### src/rtl/uart_tx_arbiter.sv
// -----------------------------------------------------------------------------
// uart_tx_arbiter
//   Round-robin arbiter that shares one 8N1 UART transmitter among N_REQ
//   byte-stream requesters. A requester that presents a byte with last=0
//   locks the transmitter until it presents a byte with last=1. Each granted
//   byte is handed to the transmitter with a one-cycle load pulse. Completion
//   is tracked through the transmitter's load-ok (idle) flag. A watchdog
//   recovers from two situations: a transmitter that never accepts a byte,
//   and a locked owner that stops requesting.
//
// Ports
//   i_sys_clk     system clock, all logic on rising edge
//   i_rst_n       asynchronous active-low reset
//   i_en          allow new grants (an in-flight byte always completes)
//   i_req         per-requester byte valid, held until acknowledged
//   i_req_data    byte of requester i at [i*BYTE_W +: BYTE_W]
//   i_req_last    byte is the last one of its packet
//   o_req_ack     one-cycle pulse: byte of requester i taken
//   o_grant_id    index of the current / most recent owner
//   o_busy        high while a byte is being handed over or transmitted
//   o_err         one-cycle pulse on any watchdog expiry
//   o_tx_load     one-cycle load pulse to the transmitter
//   o_tx_data     byte to the transmitter, held until the next grant
//   i_tx_load_ok  transmitter idle flag
// -----------------------------------------------------------------------------
module uart_tx_arbiter #(
    parameter int N_REQ       = 4,
    parameter int BYTE_W      = 8,
    parameter int TIMEOUT_CYC = 64
) (
    input  logic                     i_sys_clk,
    input  logic                     i_rst_n,
    input  logic                     i_en,
    input  logic [N_REQ-1:0]         i_req,
    input  logic [N_REQ*BYTE_W-1:0]  i_req_data,
    input  logic [N_REQ-1:0]         i_req_last,
    output logic [N_REQ-1:0]         o_req_ack,
    output logic [$clog2(N_REQ)-1:0] o_grant_id,
    output logic                     o_busy,
    output logic                     o_err,
    output logic                     o_tx_load,
    output logic [BYTE_W-1:0]        o_tx_data,
    input  logic                     i_tx_load_ok
);

    localparam int GNT_W = $clog2(N_REQ);
    localparam int WD_W  = $clog2(TIMEOUT_CYC);
    localparam logic [WD_W-1:0]  WD_LAST  = WD_W'(TIMEOUT_CYC - 1);
    localparam logic [GNT_W-1:0] PTR_INIT = GNT_W'(N_REQ - 1);
    localparam logic [N_REQ-1:0] ONE_HOT0 = {{(N_REQ-1){1'b0}}, 1'b1};

    typedef enum logic [1:0] {
        ARB         = 2'b00,
        WAIT_ACCEPT = 2'b01,
        WAIT_DONE   = 2'b10
    } state_t;

    state_t             r_state,    w_state_nxt;
    logic               r_lock,     w_lock_nxt;
    logic [GNT_W-1:0]   r_rr_ptr,   w_rr_ptr_nxt;
    logic [WD_W-1:0]    r_wd,       w_wd_nxt;
    logic [GNT_W-1:0]   r_grant_id, w_grant_id_nxt;
    logic [BYTE_W-1:0]  r_tx_data,  w_tx_data_nxt;
    logic               r_tx_load,  w_tx_load_nxt;
    logic [N_REQ-1:0]   r_req_ack,  w_req_ack_nxt;
    logic               r_err,      w_err_nxt;
    logic               r_busy,     w_busy_nxt;

    logic [N_REQ-1:0]   w_owner_mask;
    logic               w_owner_req;
    logic [N_REQ-1:0]   w_cand;
    logic               w_found;
    logic [GNT_W-1:0]   w_win;
    logic [BYTE_W-1:0]  w_win_data;

    // Candidate set: while a packet is locked only the owner may win.
    always_comb begin
        w_owner_mask = ONE_HOT0 << r_grant_id;
        w_owner_req  = |(i_req & w_owner_mask);
        if (r_lock) begin
            w_cand = i_req & w_owner_mask;
        end else begin
            w_cand = i_req;
        end
    end

    // Round-robin search starting just after the last winner, wrapping modulo N_REQ.
    always_comb begin
        w_found = 1'b0;
        w_win   = '0;
        for (int i = 0; i < N_REQ; i++) begin
            w_win   = (!w_found && w_cand[GNT_W'((int'(r_rr_ptr) + i + 32'sd1) % N_REQ)])
                      ? GNT_W'((int'(r_rr_ptr) + i + 32'sd1) % N_REQ) : w_win;
            w_found = w_found | w_cand[GNT_W'((int'(r_rr_ptr) + i + 32'sd1) % N_REQ)];
        end
        w_win_data = i_req_data[int'(w_win)*BYTE_W +: BYTE_W];
    end

    // Next-state and next-output logic for the arbitration FSM and watchdog.
    always_comb begin
        w_state_nxt    = r_state;
        w_lock_nxt     = r_lock;
        w_rr_ptr_nxt   = r_rr_ptr;
        w_wd_nxt       = r_wd;
        w_grant_id_nxt = r_grant_id;
        w_tx_data_nxt  = r_tx_data;
        w_tx_load_nxt  = 1'b0;
        w_req_ack_nxt  = '0;
        w_err_nxt      = 1'b0;
        case (r_state)
            ARB: begin
                if (i_en && i_tx_load_ok && w_found) begin
                    w_state_nxt    = WAIT_ACCEPT;
                    w_tx_load_nxt  = 1'b1;
                    w_tx_data_nxt  = w_win_data;
                    w_req_ack_nxt  = ONE_HOT0 << w_win;
                    w_grant_id_nxt = w_win;
                    w_rr_ptr_nxt   = w_win;
                    w_lock_nxt     = ~i_req_last[w_win];
                    w_wd_nxt       = '0;
                end else if (r_lock && !w_owner_req) begin
                    // Locked owner has gone quiet: release the lock on expiry.
                    // A grant cannot coincide, since the only candidate is idle.
                    if (r_wd == WD_LAST) begin
                        w_lock_nxt = 1'b0;
                        w_err_nxt  = 1'b1;
                        w_wd_nxt   = '0;
                    end else begin
                        w_wd_nxt = r_wd + 1'b1;
                    end
                end else begin
                    w_wd_nxt = r_wd;
                end
            end
            WAIT_ACCEPT: begin
                if (!i_tx_load_ok) begin
                    w_state_nxt = WAIT_DONE;
                end else if (r_wd == WD_LAST) begin
                    // Transmitter never took the byte: drop it, do not retry.
                    w_err_nxt   = 1'b1;
                    w_lock_nxt  = 1'b0;
                    w_wd_nxt    = '0;
                    w_state_nxt = ARB;
                end else begin
                    w_wd_nxt = r_wd + 1'b1;
                end
            end
            WAIT_DONE: begin
                // Frame time is bounded by the transmitter itself, so no watchdog here.
                if (i_tx_load_ok) begin
                    w_state_nxt = ARB;
                    w_wd_nxt    = '0;
                end else begin
                    w_state_nxt = WAIT_DONE;
                end
            end
            default: begin
                w_state_nxt = ARB;
                w_lock_nxt  = 1'b0;
                w_wd_nxt    = '0;
            end
        endcase
        w_busy_nxt = (w_state_nxt != ARB);
    end

    // State, watchdog and registered outputs.
    always_ff @(posedge i_sys_clk or negedge i_rst_n) begin
        if (!i_rst_n) begin
            r_state    <= ARB;
            r_lock     <= 1'b0;
            r_rr_ptr   <= PTR_INIT;
            r_wd       <= '0;
            r_grant_id <= '0;
            r_tx_data  <= '0;
            r_tx_load  <= 1'b0;
            r_req_ack  <= '0;
            r_err      <= 1'b0;
            r_busy     <= 1'b0;
        end else begin
            r_state    <= w_state_nxt;
            r_lock     <= w_lock_nxt;
            r_rr_ptr   <= w_rr_ptr_nxt;
            r_wd       <= w_wd_nxt;
            r_grant_id <= w_grant_id_nxt;
            r_tx_data  <= w_tx_data_nxt;
            r_tx_load  <= w_tx_load_nxt;
            r_req_ack  <= w_req_ack_nxt;
            r_err      <= w_err_nxt;
            r_busy     <= w_busy_nxt;
        end
    end

    assign o_req_ack  = r_req_ack;
    assign o_grant_id = r_grant_id;
    assign o_busy     = r_busy;
    assign o_err      = r_err;
    assign o_tx_load  = r_tx_load;
    assign o_tx_data  = r_tx_data;

endmodule
### config.mk
export PLATFORM = sky130hd
export DESIGN_NAME = uart_tx_arbiter
export DESIGN_NICKNAME = d
export VERILOG_FILES = /design/src/rtl/uart_tx_arbiter.sv
export SDC_FILE = /design/constraint.sdc
export NUM_CORES = 1
export LEC_CHECK = 0
export CAP_MARGIN = 20
export CELL_PAD_IN_SITES_DETAIL_PLACEMENT = 1
export CELL_PAD_IN_SITES_GLOBAL_PLACEMENT = 1
export CORE_MARGIN = 2
export CORE_UTILIZATION = 45
export DETAILED_ROUTE_END_ITERATION = 10
export DONT_BUFFER_PORTS = 1
export GPL_ROUTABILITY_DRIVEN = 0
export GPL_TIMING_DRIVEN = 0
export PLACE_DENSITY_LB_ADDON = 0.1
export SLEW_MARGIN = 10
export SYNTH_ARGS = -nofsm -noshare
export SYNTH_HDL_FRONTEND = slang
export SYNTH_SLANG_ARGS = --single-unit
### constraint.sdc
create_clock -name i_sys_clk -period 3.5 [get_ports i_sys_clk]
set_input_delay 0.7 -clock i_sys_clk [delete_from_list [all_inputs] [get_ports i_sys_clk]]
set_output_delay 0.7 -clock i_sys_clk [all_outputs]
set_load 0.01 [all_outputs]
==> results of run 1 <==
-- cells by family after synthesis --
family / after synthesis / synth area share
AOI/OAI and AO/OA: 96 / 0.328
xor gates and xnor gates: 1 / 0.00357
adders and majority gates: 1 / 0.00510
buffers and inverters: 28 / 0.0653
DFF: 28 / 0.287
muxes: 7 / 0.0296
and+or+nand+nor: 118 / 0.282
-- metal layers --
layer | global-route usage | up-vias | share of wire
met2 | 0.387 | 69 | 0.45
li1 | - | 1078 | -
met3 | 0.0465 | 9 | 0.062
met1 | 0.381 | 1163 | 0.48
met5 | 0 | - | 0
met4 | 0.0589 | 0 | 0.0099
-- power breakdown --
part,switching [mW],total [mW],leakage [nW],internal (mW)
registers,0.148,0.594,0.344,0.445
clock network,0.109,0.262,0.0357,0.153
logic,0.754,1.27,0.687,0.513
-- cells in the final DEF (no fill, tap or decap), drive strengths merged, types with 2 or more instances in the layout --
cell	count
mux2	2
o21ai	8
buf	13
a21oi	10
clkbuf	12
nor2	21
mux2i	5
o211ai	3
nand2b	9
a221oi	9
nand2	11
dfrtp	26
a21o	2
nor2b	36
inv	6
and3b	2
dfstp	2
nor3	3
a211oi	19
a22o	2
a32oi	4
o22ai	2
o21a	2
nand3	8
a32o	19
and3	18
and2	3
o32ai	2
a31oi	2
-- area by class of cell --
class | instances | area [um^2]
Clock inverter | 1 | 30.0
Multi-Input combinational cell | 223 | 1590
Sequential cell | 28 | 703
Inverter | 6 | 22.5
Clock buffer | 3 | 41.3
Tap cell | 70 | 87.6
Fill cell | 621 | 2560
Buffer | 22 | 138
-- synthesized netlist by cell type (4+ instances only) --
master | count | area share
a211oi_1 | 19 | 0.058
a32oi_1 | 4 | 0.014
clkbuf_1 | 9 | 0.014
nand3_1 | 8 | 0.016
o21ai_0 | 7 | 0.014
buf_2 | 5 | 0.010
inv_1 | 5 | 0.0077
a221oi_1 | 9 | 0.032
nand2b_1 | 8 | 0.020
a21oi_1 | 8 | 0.016
a32o_1 | 19 | 0.078
nor2_1 | 21 | 0.032
nand2_1 | 11 | 0.017
and3_1 | 18 | 0.046
dfrtp_1 | 26 | 0.27
buf_6 | 5 | 0.023
mux2i_1 | 5 | 0.020
nor2b_1 | 36 | 0.092
-- how the worst max path moves through the flow --
stage / cells after the start / slack (ns) / to
6_report: 7 / 1.23 / o_tx_data[7]$_DFFE_PN0P_
5_1_grt: 7 / 1.09 / o_tx_data[3]$_DFFE_PN0P_
4_1_cts: 7 / 1.20 / o_tx_data[2]$_DFFE_PN0P_
3_5_place_dp: 7 / 1.12 / o_tx_data[6]$_DFFE_PN0P_
2_1_floorplan: 6 / 1.45 / o_req_ack[2]$_DFF_PN0_
3_3_place_gp: 7 / 1.15 / o_tx_data[6]$_DFFE_PN0P_
-- state kept, by name, summed over array words and instances (netlist names) --
register,flops
o_req_ack,4
r_state,2
o_busy,1
r_wd,6
r_lock,1
o_tx_data,8
o_grant_id,2
o_err,1
o_tx_load,1
r_rr_ptr,2
-- per-stage QoR --
stage / util / cell area [um^2]
2_1_floorplan: - / 2450
3_3_place_gp: 0.491 / 2540
3_5_place_dp: 0.491 / 2540
4_1_cts: 0.505 / 2610
5_1_grt: 0.505 / 2610
6_report: 0.505 / 2610
==> results.md, run 1 <==
- Post-Syn Area: 2450 um^2
- Mapped Nets: 324
- TritonCTS clock tree: yes
- Share of layout cells above drive strength 1: 0.120
- Buf/Inv on CP: 2
- Final #Nets: 329
- Synth Instances: 279
- Num ports: 61
- CTS root buffer: clkbuf_8
- CP top delay family: compound AO/OA/AOI/OAI gates
- Area Growth Syn to Fin: 6.48%
- Final Hold Viols: 0
- R2R depth: 7
- Slowest CP cell: clkbuf_1
- IO buf count: 0
- Final cycle utilization of the critical path: 0.648
- Worst r2r dst: o_tx_data[7]$_DFFE_PN0P_
- FF-to-FF Start: o_grant_id[0]$_DFFE_PN0P_
- Die footprint: 6060 um^2
- Most used DFF post-synth: dfrtp_1
- First-pass GRT wire length: 12.4 mm
- Antenna cells: 0
- Cell row count: 26
- Die Y: 77.8 um
- Number of global-route vias before repair: 2316
- Vias per std cell: 6.57
- Clk sink count: 28
- Gr usage total: 0.257
- Clock Tree Buf Depth: 2
- Setup TNS Final: 0 ns
- Post-synth cell types: 62
- Pwr per Cell Area: 813 nW/um^2
- Initial Util: 0.474
- Worst-margin pin slew: 0.635 ns
- Mean Syn Cell Area: 8.79 um^2
- Post-DRT Antenna Nets: 0
- Post-Route Skew: 0.00688 ns
- R2R setup slack: 1.23 ns
- Total congestion overflow: 0
- Largest net degree at the start of global routing: 29
- Crit start category: flop
- Post-Route WL: 7.69 mm
- Place WS: 1.12 ns
- Total setup buffers inserted after CTS: 0
- Critical-path cell list: buf_6 -> nand2b_1 -> a211oi_1 -> clkbuf_1 -> nor2b_1 -> a211oi_1 -> a221oi_1
- Setup violators final: 0
- Yosys warning total: 0
- Post-synth ARST share: 1.00
- Max VDD drop: 310 uV
- Max Fclk: 441 MHz
- Post-CTS sizing: 0
- Leakage: 1.07 nW
- Total power: 2.12 mW
- Cts bufs inserted: 3
- Dpl cells: 349
- Seq/Total Area, Yosys: 0.287
- Core box area: 5170 um^2
- CP Data Required Time: 3.64 ns
- Hold_buf cts: 0
- Slew Limit Fails: 0
- Largest stage delay on the critical path: 0.45 ns
- Synth Register Bits: 28
- Setup CP Type: flop to flop
- DRC: 0
- Arr. time, crit path: 2.41 ns
- Detailed placement HPWL: 5.61 mm
- Slew HR: 0.577
- CP endpoint kind: flop
- Clk_lat worst skew: 0.29 ns
- Total of max-cap violations: 0
- CP Launch Point: o_grant_id[0]$_DFFE_PN0P_
- Unrepaired setup endpoints after global routing: false
- Clk slew on worst S/H paths: 0.10 ns
- Hold WS: 0.0931 ns
- DR iter-0 viols: 106
- Initial antenna violation count: 0
- Status: finished clean
- DR vias: 2319
- Finished Layout Cells: 353
- Crit path top cell by count: a211oi_1
- TritonRoute pass-1 iters: 4
- Final Worst Setup Slack: 1.23 ns
- Post-synth EDFFs: 0
- HP Class: primary input to async pin
- H-Tree Depth: 1
- Crit-path max FO: 10
- Min Tclk post-route: 2.27 ns
- Die Span X: 77.8 um
- Routed len/inst: 21.8 um
Note: power is estimated with default switching activity, not from simulation.
==> inputs of run 2 (changes only) <==
==> constraint.sdc (replaced) <==
create_clock -name i_sys_clk -period 2.35 [get_ports i_sys_clk]
set_input_delay 0.47 -clock i_sys_clk [delete_from_list [all_inputs] [get_ports i_sys_clk]]
set_output_delay 0.47 -clock i_sys_clk [all_outputs]
set_load 0.01 [all_outputs]
==> run 2 against run 1 <==
Net effect: non-clock buffer count rose by 2; maximum frequency rose by 2.7%; worst setup slack worse by 1.1 ns.
==> results.md, run 2 (synthesized netlist as in run 1, its figures left out) <==
- Commonest non-fill, non-tap cells in the layout: 36 x nor2b_1, 26 x dfrtp_1, 21 x nor2_1, 19 x a211oi_1, 19 x a32o_1
- Die footprint: 6060 um^2
- Pwr per Cell Area: 1200 nW/um^2
- FF-to-FF Start: o_grant_id[1]$_DFFE_PN0P_
- Setup violators final: 0
- Crit-path max FO: 10
- Largest net degree at the start of global routing: 27
- Filler instances: 621
- Clock Tree Buf Depth: 2
- Placement Cell Area: 2540 um^2
- Core box area: 5170 um^2
- Clk sink count: 28
- Total congestion overflow: 0
- CP Launch Point: o_grant_id[1]$_DFFE_PN0P_
- Gr usage total: 0.260
- Min Tclk post-route: 2.21 ns
- Post-DRT Antenna Nets: 0
- Total setup buffers inserted after CTS: 0
- R2R depth: 6
- Post-Route WL: 7.80 mm
- Status: finished clean
- Most common cell after layout, fill and taps aside: nor2b_1
- CP endpoint kind: flop
- Setup CP Type: flop to flop
- Detailed placement HPWL: 5.61 mm
- Initial Util: 0.474
- Worst r2r dst: o_tx_data[1]$_DFFE_PN0P_
- R2R setup slack: 0.14 ns
- Die Span X: 77.8 um
- Register area: 703 um^2
- Area of the multi-input gates: 1600 um^2
- TritonCTS clock tree: yes
- Clk slew on worst S/H paths: 0.09 ns
- Area Growth Syn to Fin: 8.06%
- IO buf count: 0
- HP Class: primary input to async pin
- Final Hold Viols: 0
- CP Data Required Time: 2.49 ns
- Largest register FFs: 8
- Slew HR: 0.676
- Clk_lat worst skew: 0.28 ns
- DR iter-0 viols: 85
- Number of global-route vias before repair: 2330
- Routed len/inst: 22.0 um
- Antenna cells: 0
- DRC: 0
- Max Fclk: 453 MHz
- Cts bufs inserted: 3
- Share of layout cells above drive strength 1: 0.130
- Setup crit end: o_tx_data[1]$_DFFE_PN0P_
- Final cycle utilization of the critical path: 0.939
- Vias per std cell: 6.59
- First-pass GRT wire length: 12.6 mm
- H-Tree Depth: 1
- TritonRoute pass-1 iters: 4
- Post-Route Skew: 0.00855 ns
- Total of max-cap violations: 0
- Die Y: 77.8 um
- Final #Nets: 331
- Max VDD drop: 456 uV
- Cell row count: 26
- Slew Limit Fails: 0
- Leakage: 1.09 nW
- Num ports: 61
- Arr. time, crit path: 2.34 ns
- DR vias: 2339
- Initial antenna violation count: 0
- Setup TNS Final: 0 ns
- Crit start category: flop
- Layout Cell Area excl Fill: 2650 um^2
- CTS root buffer: clkbuf_8
- Worst-margin pin slew: 0.486 ns
run 2: worst min-delay path by stage:
| stage | startpoint | to | slack, ns |
|---|---|---|---|
| detailed placement | i_rst_n | r_state[1]$_DFF_PN0_ | 0.18 |
| finish | i_rst_n | r_rr_ptr[0]$_DFFE_PN1P_ | 0.02 |
| floorplan | i_rst_n | o_busy$_DFF_PN0_ | 0.17 |
| CTS | i_rst_n | r_rr_ptr[0]$_DFFE_PN1P_ | 0.01 |
| global placement | i_rst_n | r_state[1]$_DFF_PN0_ | 0.17 |
| global route | i_rst_n | r_rr_ptr[0]$_DFFE_PN1P_ | 0.006 |
run 2: layout make-up:
cell class,instances,area share
repair buffers,2,0.0113
multi-input cells,223,0.602
clock inverters,1,0.0113
inverters,6,0.00850
plain buffers,22,0.0524
clock buffers,3,0.0156
flip-flops and latches,28,0.265
well taps,70,0.0331
run 2: metal layers:
metal	up-vias	global-route usage	wire length [um]
met2	87	0.392	3470
met5	-	0	0
li1	1085	-	-
met3	9	0.0465	576
met1	1158	0.386	3680
met4	0	0.0589	82
run 2: stage by stage:
stage | hold WS, ns | utilization | setup WS, ns | total power [mW] | cells
floorplan | 0.174 | - | 0.441 | 2.27 | 279
CTS | 0.0141 | 0.511 | 0.0512 | 3.17 | 355
finish | 0.0217 | 0.512 | 0.143 | 3.18 | 355
detailed placement | 0.175 | 0.491 | 0.0933 | 2.76 | 349
global route | 0.00553 | 0.512 | -0.00373 | 3.42 | 355
global placement | 0.175 | 0.491 | 0.165 | 2.70 | 349
run 2: worst max-delay path, stage by stage, from the launching register on:
cell and delay, ns:
dfrtp_1 0.47, buf_6 0.19, and3_1 0.16, o21a_1 0.22, o32a_1 0.42, nor3_4 0.43
a221oi_1 0.17
run 2: repair_timing:
action	CTS	global route
hold buffers	2	0
endpoints found under the hold margin	26	0
setup endpoints to repair	0	6
resized for setup	0	3
run 2: power breakdown:
part	switching [mW]	total [mW]	internal, mW
Clock	0.158	0.386	0.229
Combinational	1.14	1.91	0.772
Sequential	0.222	0.885	0.663
Total	1.52	3.18	1.66
